File: config.mk
export PLATFORM = sky130hd
export DESIGN_NAME = sisc_ctrl_mc_flat
export DESIGN_NICKNAME = d
export VERILOG_FILES = /design/src/rtl/sisc_ctrl_mc_if.sv /design/src/rtl/sisc_ctrl_mc.sv /design/src/flat_wrapper.sv
export SDC_FILE = /design/constraint.sdc
export NUM_CORES = 1
export LEC_CHECK = 0
export CORE_ASPECT_RATIO = 1.5
export CORE_MARGIN = 2
export CORE_UTILIZATION = 46
export CTS_CLUSTER_SIZE = 20
export DETAILED_ROUTE_END_ITERATION = 8
export PLACE_DENSITY = 0.82
export SLEW_MARGIN = 15
export SYNTH_ARGS = -nofsm -noshare
export SYNTH_HDL_FRONTEND = slang
export SYNTH_SLANG_ARGS = --single-unit
File: constraint.sdc
create_clock -name clk -period 2.04 [get_ports clk]
set_clock_uncertainty 0.1 [all_clocks]
set_input_delay 0.408 -clock clk [delete_from_list [all_inputs] [get_ports clk]]
set_output_delay 0.408 -clock clk [all_outputs]
set_load 0.005 [all_outputs]
File: src/rtl/sisc_ctrl_mc_if.sv
// sisc_ctrl_mc_if -- bundle between the SISC multi-cycle controller and its
// datapath.
//
// Signals:
//   opcode    IR opcode field (held stable by the IR for a whole instruction)
//   mm, stat  branch condition mask and ALU status flags (STAT_W bits)
//   dm_ready  data memory access complete
//   run       resume request while halted
//   rf_we, wb_sel, pc_sel, pc_write, pc_rst, br_sel, ir_load, mm_sel,
//   dm_we, rb_sel  one-bit datapath controls
//   alu_op    ALU function (ALU_OP_W bits)
//   halted    core halted
//   mem_err   sticky memory timeout
//   instr_cnt retired-instruction count (CNT_W bits)
//   state     controller state, for observation only
//
// Memory handshake: while the controller is in MEM for a load/store it
// presents mm_sel (and dm_we for stores) every cycle; the access completes on
// the first rising edge at which dm_ready=1. dm_ready is ignored in every
// other state. There is no back-pressure on the control outputs.
//
// Modports: slave is the controller, master is the datapath/memory side.
interface sisc_ctrl_mc_if #(
  parameter int STAT_W   = 4,
  parameter int ALU_OP_W = 4,
  parameter int CNT_W    = 16
);
  logic [3:0]          opcode;
  logic [STAT_W-1:0]   mm;
  logic [STAT_W-1:0]   stat;
  logic                dm_ready;
  logic                run;
  logic                rf_we;
  logic                wb_sel;
  logic                pc_sel;
  logic                pc_write;
  logic                pc_rst;
  logic                br_sel;
  logic                ir_load;
  logic                mm_sel;
  logic                dm_we;
  logic                rb_sel;
  logic [ALU_OP_W-1:0] alu_op;
  logic                halted;
  logic                mem_err;
  logic [CNT_W-1:0]    instr_cnt;
  logic [2:0]          state;

  modport master (
    output opcode, mm, stat, dm_ready, run,
    input  rf_we, wb_sel, pc_sel, pc_write, pc_rst, br_sel, ir_load,
           mm_sel, dm_we, rb_sel, alu_op, halted, mem_err, instr_cnt, state
  );

  modport slave (
    input  opcode, mm, stat, dm_ready, run,
    output rf_we, wb_sel, pc_sel, pc_write, pc_rst, br_sel, ir_load,
           mm_sel, dm_we, rb_sel, alu_op, halted, mem_err, instr_cnt, state
  );
endinterface

File: src/rtl/sisc_ctrl_mc.sv
// sisc_ctrl_mc -- multi-cycle control unit for the SISC core.
//
// Sequence per instruction: FETCH, DECODE, EXECUTE, MEM, WRITEBACK. HLT
// leaves DECODE for HALT and waits for run. Loads/stores wait in MEM for
// dm_ready; if MEM_TMO cycles pass without it the controller parks in ERROR
// until reset.
//
// Ports:
//   clk  rising-edge clock
//   rst  asynchronous active-high reset
//   bus  sisc_ctrl_mc_if.slave (inputs from IR/ALU/memory, datapath controls,
//        status and the state observation field)
//
// Outputs are combinational from the registered state and the inputs.
module sisc_ctrl_mc #(
  parameter int STAT_W   = 4,
  parameter int ALU_OP_W = 4,
  parameter int MEM_TMO  = 15,
  parameter int CNT_W    = 16
) (
  input  logic           clk,
  input  logic           rst,
  sisc_ctrl_mc_if.slave  bus
);

  localparam logic [3:0] OP_NOOP   = 4'd0;
  localparam logic [3:0] OP_REG_OP = 4'd1;
  localparam logic [3:0] OP_REG_IM = 4'd2;
  localparam logic [3:0] OP_SWAP   = 4'd3;
  localparam logic [3:0] OP_BRA    = 4'd4;
  localparam logic [3:0] OP_BRR    = 4'd5;
  localparam logic [3:0] OP_BNE    = 4'd6;
  localparam logic [3:0] OP_BNR    = 4'd7;
  localparam logic [3:0] OP_JPA    = 4'd8;
  localparam logic [3:0] OP_JPR    = 4'd9;
  localparam logic [3:0] OP_LOD    = 4'd10;
  localparam logic [3:0] OP_STA    = 4'd11;
  localparam logic [3:0] OP_STX    = 4'd12;
  localparam logic [3:0] OP_LDA    = 4'd13;
  localparam logic [3:0] OP_LDX    = 4'd14;
  localparam logic [3:0] OP_HLT    = 4'd15;

  // The wait counter increments on this cycle's miss and reaches MEM_TMO,
  // so a miss seen with the counter one short of MEM_TMO is the timeout.
  localparam logic [7:0] TMO_LAST = 8'(MEM_TMO - 1);

  typedef enum logic [2:0] {
    S_RESET     = 3'd0,
    S_FETCH     = 3'd1,
    S_DECODE    = 3'd2,
    S_EXECUTE   = 3'd3,
    S_MEM       = 3'd4,
    S_WRITEBACK = 3'd5,
    S_HALT      = 3'd6,
    S_ERROR     = 3'd7
  } state_t;

  state_t           state;
  state_t           state_nx;
  logic [7:0]       wait_cnt;
  logic [CNT_W-1:0] cnt;
  logic             is_mem;
  logic             cond;

  assign is_mem = (bus.opcode == OP_STA) || (bus.opcode == OP_STX) ||
                  (bus.opcode == OP_LDA) || (bus.opcode == OP_LDX);
  assign cond   = |(bus.mm & bus.stat);

  assign bus.state     = state;
  assign bus.instr_cnt = cnt;

  always_ff @(posedge clk or posedge rst) begin
    if (rst) begin
      state <= S_RESET;
    end else begin
      state <= state_nx;
    end
  end

  // Held at zero outside MEM, so it is already clear on MEM entry.
  always_ff @(posedge clk or posedge rst) begin
    if (rst) begin
      wait_cnt <= '0;
    end else if (state != S_MEM) begin
      wait_cnt <= '0;
    end else if (!bus.dm_ready) begin
      wait_cnt <= wait_cnt + 8'd1;
    end
  end

  always_ff @(posedge clk or posedge rst) begin
    if (rst) begin
      cnt <= '0;
    end else if (state == S_WRITEBACK) begin
      cnt <= cnt + 1'b1;
    end
  end

  always_comb begin
    state_nx = state;
    case (state)
      S_RESET:     state_nx = S_FETCH;
      S_FETCH:     state_nx = S_DECODE;
      S_DECODE:    state_nx = (bus.opcode == OP_HLT) ? S_HALT : S_EXECUTE;
      S_EXECUTE:   state_nx = S_MEM;
      S_MEM: begin
        // dm_ready wins over a timeout landing on the same cycle.
        if (!is_mem || bus.dm_ready) begin
          state_nx = S_WRITEBACK;
        end else if (wait_cnt == TMO_LAST) begin
          state_nx = S_ERROR;
        end
      end
      S_WRITEBACK: state_nx = S_FETCH;
      S_HALT:      state_nx = bus.run ? S_FETCH : S_HALT;
      S_ERROR:     state_nx = S_ERROR;
      default:     state_nx = S_RESET;
    endcase
  end

  always_comb begin
    bus.rf_we    = 1'b0;
    bus.wb_sel   = 1'b0;
    bus.pc_sel   = 1'b0;
    bus.pc_write = 1'b0;
    bus.pc_rst   = 1'b0;
    bus.br_sel   = 1'b0;
    bus.ir_load  = 1'b0;
    bus.mm_sel   = 1'b0;
    bus.dm_we    = 1'b0;
    bus.rb_sel   = 1'b0;
    bus.alu_op   = '0;
    bus.halted   = 1'b0;
    bus.mem_err  = 1'b0;
    case (state)
      S_RESET: bus.pc_rst = 1'b1;
      S_FETCH: begin
        bus.ir_load  = 1'b1;
        bus.pc_write = 1'b1;
      end
      S_DECODE: begin
        // br_sel picks the absolute target, pc_sel the branch path.
        case (bus.opcode)
          OP_BRA: begin bus.pc_sel = 1'b1; bus.br_sel = 1'b1; bus.pc_write = cond;  end
          OP_BRR: begin bus.pc_sel = 1'b1;                    bus.pc_write = cond;  end
          OP_BNE: begin bus.pc_sel = 1'b1; bus.br_sel = 1'b1; bus.pc_write = ~cond; end
          OP_BNR: begin bus.pc_sel = 1'b1;                    bus.pc_write = ~cond; end
          OP_JPA: begin bus.pc_sel = 1'b1; bus.br_sel = 1'b1; bus.pc_write = 1'b1;  end
          OP_JPR: begin bus.pc_sel = 1'b1;                    bus.pc_write = 1'b1;  end
          default: ;
        endcase
      end
      S_EXECUTE: begin
        case (bus.opcode)
          OP_REG_OP:                      bus.alu_op = ALU_OP_W'(1);
          OP_REG_IM:                      bus.alu_op = ALU_OP_W'(3);
          OP_STA, OP_STX, OP_LDA, OP_LDX: bus.alu_op = ALU_OP_W'(2);
          default:                        bus.alu_op = '0;
        endcase
      end
      S_MEM: begin
        case (bus.opcode)
          OP_REG_IM: bus.alu_op = ALU_OP_W'(2);
          OP_STA:    begin bus.mm_sel = 1'b1; bus.dm_we = 1'b1; end
          OP_STX:    begin bus.mm_sel = 1'b1; bus.dm_we = 1'b1; bus.rb_sel = 1'b1; end
          OP_LDA:    begin bus.mm_sel = 1'b1; bus.wb_sel = 1'b1; end
          OP_LDX:    begin bus.mm_sel = 1'b1; bus.wb_sel = 1'b1; bus.rb_sel = 1'b1; end
          default: ;
        endcase
      end
      S_WRITEBACK: begin
        case (bus.opcode)
          OP_REG_OP, OP_REG_IM: bus.rf_we = 1'b1;
          OP_LDA:               begin bus.rf_we = 1'b1; bus.wb_sel = 1'b1; end
          OP_LDX:               begin bus.rf_we = 1'b1; bus.wb_sel = 1'b1; bus.rb_sel = 1'b1; end
          default: ;
        endcase
      end
      S_HALT:  bus.halted  = 1'b1;
      S_ERROR: bus.mem_err = 1'b1;
      default: ;
    endcase
  end

  // Opcodes that need no special handling in any state.
  logic unused_ops;
  assign unused_ops = ^{OP_NOOP, OP_SWAP, OP_LOD};

endmodule

File: src/flat_wrapper.sv
// flat-port wrapper written by rule: the top's interface ports become plain ports
module sisc_ctrl_mc_flat 
#(
  parameter int STAT_W   = 4,
  parameter int ALU_OP_W = 4,
  parameter int MEM_TMO  = 15,
  parameter int CNT_W    = 16
)
  (clk, rst, bus_opcode, bus_mm, bus_stat, bus_dm_ready, bus_run, bus_rf_we, bus_wb_sel, bus_pc_sel, bus_pc_write, bus_pc_rst, bus_br_sel, bus_ir_load, bus_mm_sel, bus_dm_we, bus_rb_sel, bus_alu_op, bus_halted, bus_mem_err, bus_instr_cnt, bus_state);
  sisc_ctrl_mc_if #(.STAT_W(STAT_W), .ALU_OP_W(ALU_OP_W), .CNT_W(CNT_W)) bus_i ();
  input  logic clk;
  input  logic rst;
  input wire logic [$bits(bus_i.opcode)-1:0] bus_opcode;
  input wire logic [$bits(bus_i.mm)-1:0] bus_mm;
  input wire logic [$bits(bus_i.stat)-1:0] bus_stat;
  input wire logic [$bits(bus_i.dm_ready)-1:0] bus_dm_ready;
  input wire logic [$bits(bus_i.run)-1:0] bus_run;
  output wire logic [$bits(bus_i.rf_we)-1:0] bus_rf_we;
  output wire logic [$bits(bus_i.wb_sel)-1:0] bus_wb_sel;
  output wire logic [$bits(bus_i.pc_sel)-1:0] bus_pc_sel;
  output wire logic [$bits(bus_i.pc_write)-1:0] bus_pc_write;
  output wire logic [$bits(bus_i.pc_rst)-1:0] bus_pc_rst;
  output wire logic [$bits(bus_i.br_sel)-1:0] bus_br_sel;
  output wire logic [$bits(bus_i.ir_load)-1:0] bus_ir_load;
  output wire logic [$bits(bus_i.mm_sel)-1:0] bus_mm_sel;
  output wire logic [$bits(bus_i.dm_we)-1:0] bus_dm_we;
  output wire logic [$bits(bus_i.rb_sel)-1:0] bus_rb_sel;
  output wire logic [$bits(bus_i.alu_op)-1:0] bus_alu_op;
  output wire logic [$bits(bus_i.halted)-1:0] bus_halted;
  output wire logic [$bits(bus_i.mem_err)-1:0] bus_mem_err;
  output wire logic [$bits(bus_i.instr_cnt)-1:0] bus_instr_cnt;
  output wire logic [$bits(bus_i.state)-1:0] bus_state;
  assign bus_i.opcode = bus_opcode;
  assign bus_i.mm = bus_mm;
  assign bus_i.stat = bus_stat;
  assign bus_i.dm_ready = bus_dm_ready;
  assign bus_i.run = bus_run;
  assign bus_rf_we = bus_i.rf_we;
  assign bus_wb_sel = bus_i.wb_sel;
  assign bus_pc_sel = bus_i.pc_sel;
  assign bus_pc_write = bus_i.pc_write;
  assign bus_pc_rst = bus_i.pc_rst;
  assign bus_br_sel = bus_i.br_sel;
  assign bus_ir_load = bus_i.ir_load;
  assign bus_mm_sel = bus_i.mm_sel;
  assign bus_dm_we = bus_i.dm_we;
  assign bus_rb_sel = bus_i.rb_sel;
  assign bus_alu_op = bus_i.alu_op;
  assign bus_halted = bus_i.halted;
  assign bus_mem_err = bus_i.mem_err;
  assign bus_instr_cnt = bus_i.instr_cnt;
  assign bus_state = bus_i.state;
  sisc_ctrl_mc #(.STAT_W(STAT_W), .ALU_OP_W(ALU_OP_W), .MEM_TMO(MEM_TMO), .CNT_W(CNT_W)) u_core (.clk(clk), .rst(rst), .bus(bus_i));
endmodule
After elaboration in Yosys (flattened, before gate mapping)
Index checks and enable logic that the tools add are counted.

Add/sub/neg operators: 2. Equal/unequal tests: 24. Muxes and demuxes: 31. Bitwise gates (word level): 2. Reduce and logical (&&, ||, !) cells: 19.

Operators by type and width (count): $eq A4 B4 Y1 const B (7); $pmux W3 S7 (1); $mux W1 (18); $add A16 B1 Y16 const B (1); $eq A4 B3 Y1 const B (4); $mux W8 (2); $reduce_or A2 Y1 (8); $eq A3 B3 Y1 const B (4); $mux W3 (4); $reduce_or A4 Y1 (3); $add A8 B1 Y8 const B (1); $eq A8 B4 Y1 const B (1); $pmux W4 S2 (1); $eq A3 B2 Y1 const B (2); $pmux W2 S3 (1); $reduce_or A6 Y1 (1); $and A4 B4 Y4 (1); $eq A4 B1 Y1 const B (1); $eq A4 B2 Y1 const B (1); $logic_or A1 B1 Y1 (4); $pmux W1 S2 (2); $eq A3 B1 Y1 const B (1); $logic_not A3 Y1 (1); $ne A3 B1 Y1 const B (1); other kinds (7) (7).

Bits in registers: 27. Input port bits: 16. Output and inout bits: 35. Logic and storage cells: 81.

Depth between registers and ports, before layout
Depth in word-level cells: 8. Depth in mapped cells: 5. Mapped depth without buffers: 5.

Least setup slack after synthesis
Ideal clock, no wire load.

Path type: in2out. From: input bus_opcode[3]. To: output bus_br_sel. Arrival: 1.365 ns. Data required time: 1.532 ns. Setup slack: 0.167 ns. Stages on the path: 5. Cell sequence: buf_2 -> nor3b_1 -> a21oi_1 -> nor4b_1 -> nor2b_1.

Cells in the longest elaborated chain, start to end: 4.

Ends and longest elaborated chain: start: declaration (RTL line flat_wrapper.sv:13) `input wire logic [$bits(bus_i.opcode)-1:0] bus_opcode;`; $eq A4 B3 Y1 or $eq A4 B4 Y1 (tied branches) (RTL line sisc_ctrl_mc.sv:143) `case (bus.opcode)`; $reduce_or A3 Y1 (no line) *; $mux W1 * (RTL line sisc_ctrl_mc.sv:143); $mux W1 * (RTL line sisc_ctrl_mc.sv:135) `case (state)`; end: declaration (RTL line flat_wrapper.sv:23) `output wire logic [$bits(bus_i.br_sel)-1:0] bus_br_sel;`.

Every way passes the cells marked *; elsewhere a longest branch is shown, timed or not.

Worst setup path in the final report
From: input bus_opcode[0]. To: register u_core.state[0] (netlist: u_core.bus.state[0]).

Cells in the longest elaborated chain, start to end: 8.

Ends and longest elaborated chain: $eq A4 B4 Y1 (RTL line sisc_ctrl_mc.sv:65) `assign is_mem = (bus.opcode == OP_STA) || (bus.opcode == OP_STX) ||`; $logic_or A1 B1 Y1 (2 in a row) (RTL line sisc_ctrl_mc.sv:65); $logic_or A1 B1 Y1 (RTL line sisc_ctrl_mc.sv:66) `(bus.opcode == OP_LDA) || (bus.opcode == OP_LDX);`; $logic_not A1 Y1 (RTL line sisc_ctrl_mc.sv:108) `if (!is_mem || bus.dm_ready) begin`; $logic_or A1 B1 Y1 (RTL line sisc_ctrl_mc.sv:108); $mux W3 (RTL line sisc_ctrl_mc.sv:108); $pmux W3 S7 (RTL line sisc_ctrl_mc.sv:101) `case (state)`; end signal: assignment (RTL line sisc_ctrl_mc.sv:76) `state <= state_nx;`; end: declaration (RTL line sisc_ctrl_mc.sv:58) `state_t state;`.

Several ways; a longest one is shown, not always the timed one. A chain may end at the register's enable or synchronous reset.

==> out/metrics.cfg <==
[final_layout]
finalNetCount = 283
drive_above_1_share_pct = 36.5
syn_to_final_growth_pct = 61.6
fin_cells = 305
diodes = 0
fillers = 232

[clock_network]
clock_latency_ns = 0.28
htreeDepth = 1
cts_buffers = 3
cts_buffer_depth = 2
clock_sinks = 27
cts_tree = built
clk_pin_slew_worst_paths_ns = 0.10
cts-root-buf = clkbuf_8
postCtsHoldBufs = 0

[logic_synthesis]
synth_seq_area_share_pct = 42.2
synth.distinct_cells = 41
synth_edf_count = 0
synth_flop_cell = dfrtp_1
async_flop_share_pct = 100
netlist_top_cells_area = dfrtp_1 42%, xnor2_1 8.7%, xor2_1 4.4%
synth_top_area_cell = dfrtp_1
avgSynthCellArea_sq_um = 9.32
post-synth-top-area-fraction_pct = 42.2
synth-seq-cells = 27
syn_area_sq_um = 1600
yosysWarningCount = 0
syn_inst = 172

[route]
drt_iter0_drc = 32
firstDrtPassIters = 5
routed_wl_microns = 4740
drc = 0
ant_nets = 0
routedWlPerCell_microns = 15.5
vias_per_cell = 5.43
vias = 1655

[worst_setup_path]
crit_top_cell = buf_4
max_stage_delay_ns = 0.41
cp_data_arrival_time_ns = 2.30
path_buf_inv = 8
crit_type = in2reg
critPathTopFamily = buffers and inverters
startpoint_type = input port
critPathSlowestCell = dlygate4sd2_1
path_cells = dlygate4sd2_1 > and3b_1 > o211ai_1 > buf_4 > buf_4 > buf_4 > buf_4 > buf_4 > buf_4 > buf_4 > nor2_2 > a221oi_1
end_kind = flip-flop
worstPathRequired_ns = 2.09
critPathMaxFanout = 9

[grt]
antenna_found_initial = 0
grt_pass1_vias = 1637
grt_pass1_wl_microns = 6910
grt.overflow.total = 0
grt_start_max_net_pins = 28
track_usage_pct = 22.5

[sta]
clock.fmax_mhz = 446
rsz0062_at_grt = yes
setup_ws_ns = -0.201
maxSlewHeadroom_pct = 66.1
period_share_pct = 110
maxSlewViolCount = 0
finalCriticalPeriod_ns = 2.24
setup_viol = 7
tightest_slew_ns = 0.506
holdWs_ns = 0.373
hold_viol_final = 0

[flow_run]
drv_cap = 0

[place]
dp_slack_ns = -0.652
dp_hpwl_microns = 2670
placed_cells = 270
port_buffers = 48
place.gp.congestion = 0.794

[pwr]
peakVddDrop_uv = 862
leakagePower_nw = 1.25
power.density_nw_per_um2 = 929
power_mw = 2.41

[hold_path]
hold_class = reg2reg

[outcome]
violations = setup timing
status = complete, but fails checks

[floorplan]
die_w_microns = 52.2
dieArea_sq_um = 3980
start_util_pct = 47.4
coreArea_sq_um = 3380
die_y_microns = 76.3
ios = 51
rows = 26

placed cells by master, fill, tap and decap left out, types with 8 or more instances in the layout:
cell | Yosys | routed
nor2_1 | 17 | 16
nand2_1 | 13 | 13
clkbuf_2 | 0 | 8
buf_4 | 3 | 39
buf_6 | 0 | 13
xor2_1 | 8 | 8
xnor2_1 | 16 | 16
clkdlybuf4s50_1 | 0 | 22
dfrtp_1 | 27 | 26
per-layer routing:
metal  wire length [microns]  part of all wire, %  GRT usage [%]  up-vias
met5                       0                    0              0        -
met4                     156                  3.3           12.6        0
met2                    2550                   54           40.9       68
li1                        -                    -              -      773
met3                     203                  4.3           2.94       13
met1                    1830                   39           23.6      801
worst reg2reg max path, stage by stage, from the launching register on:
cell,delay [ns]
dfrtp_1,0.43
buf_6,0.16
nor3b_4,0.18
o211ai_1,0.14
buf_4,0.16
buf_4,0.13
buf_4,0.13
buf_4,0.12
buf_4,0.12
buf_4,0.13
buf_4,0.14
nor2_2,0.09
a221oi_1,0.10
cells by family (layout without fill, tap and decap cells):
kind of cell / after synthesis / in the layout / share of synthesized area [%]
AO/OA/AOI/OAI: 21 / 21 / 8.90
XOR/XNOR: 24 / 24 / 13.1
adder cells (fa/ha/maj): 3 / 3 / 2.34
buffers and inverters: 17 / 107 / 5.23
flip-flops: 27 / 27 / 42.2
other: 1 / 2 / 0.234
AND/OR/NAND/NOR: 79 / 79 / 28.0
power by group:
| part | switching (mW) | total [mW] | internal, mW |
|---|---|---|---|
| Combinational | 0.588 | 1.39 | 0.801 |
| Clock | 0.171 | 0.309 | 0.139 |
| Sequential | 0.0952 | 0.707 | 0.612 |
path summary, 6_finish.rpt:
path                                                      start                                    to  slack [ns]  cells past startpoint
min in group asynchronous                                   rst        u_core.wait_cnt[6]$_DFFE_PP0P_        0.38                      3
max in group asynchronous                                   rst       u_core.bus.state[2]$_DFFE_PP0P_        1.18                      3
hold / removal             u_core.bus.instr_cnt[15]$_DFFE_PP0P_  u_core.bus.instr_cnt[15]$_DFFE_PP0P_        0.37                      1
setup / recovery                                  bus_opcode[0]       u_core.bus.state[0]$_DFFE_PP0P_       -0.20                     12
hold reg to reg            u_core.bus.instr_cnt[15]$_DFFE_PP0P_  u_core.bus.instr_cnt[15]$_DFFE_PP0P_        0.37                      1
setup reg to reg                u_core.bus.state[0]$_DFFE_PP0P_       u_core.bus.state[0]$_DFFE_PP0P_       -0.20                     12
repair_timing:
action | 4_1_cts | 5_1_grt
setup buffers | 13 | 16
pin swaps | 12 | 13
setup endpoints to repair | 14 | 15
resized for setup | 61 | 50
cloned | 0 | 2
state kept, by name, indices dropped and copies added, names as in the netlist:
name	cells
u_core.wait_cnt	8
u_core.bus.state	3
u_core.bus.instr_cnt	16
cell usage after synthesis (all sizes together) (2+ instances only):
master	number
nor2b	4
nand3	7
nor2	17
clkbuf	2
inv	5
a21oi	7
nand2b	3
nand2	13
o21ai	3
nor4	3
xor2	8
xnor2	16
nor3	4
dfrtp	27
nand4	6
a21boi	2
nor3b	4
and3b	3
nand3b	2
ha	3
o211ai	2
buf	10
and3	7
through the flow:
| step | util, % | TNS (ns) | cell area (sq um) |
|---|---|---|---|
| 2_1_floorplan | - | 0 | 1610 |
| 3_3_place_gp | 65.5 | -5.05 | 2220 |
| 3_5_place_dp | 65.5 | -5.34 | 2220 |
| 4_1_cts | 70.7 | -0.657 | 2390 |
| 5_1_grt | 76.6 | -1.66 | 2590 |
| 6_report | 76.6 | -0.963 | 2590 |
final cells by class:
cell class              instances  area [sq um]  area share (%)
clock buffers                   3          41.3            1.59
well taps                      42          52.6            2.03
inverters                       5          18.8           0.725
repair buffers                 98           833            32.2
clock inverters                 1          7.51           0.290
multi-input cells             129           960            37.1
flip-flops and latches         27           677            26.1
Power figures use the tool's default switching activity.
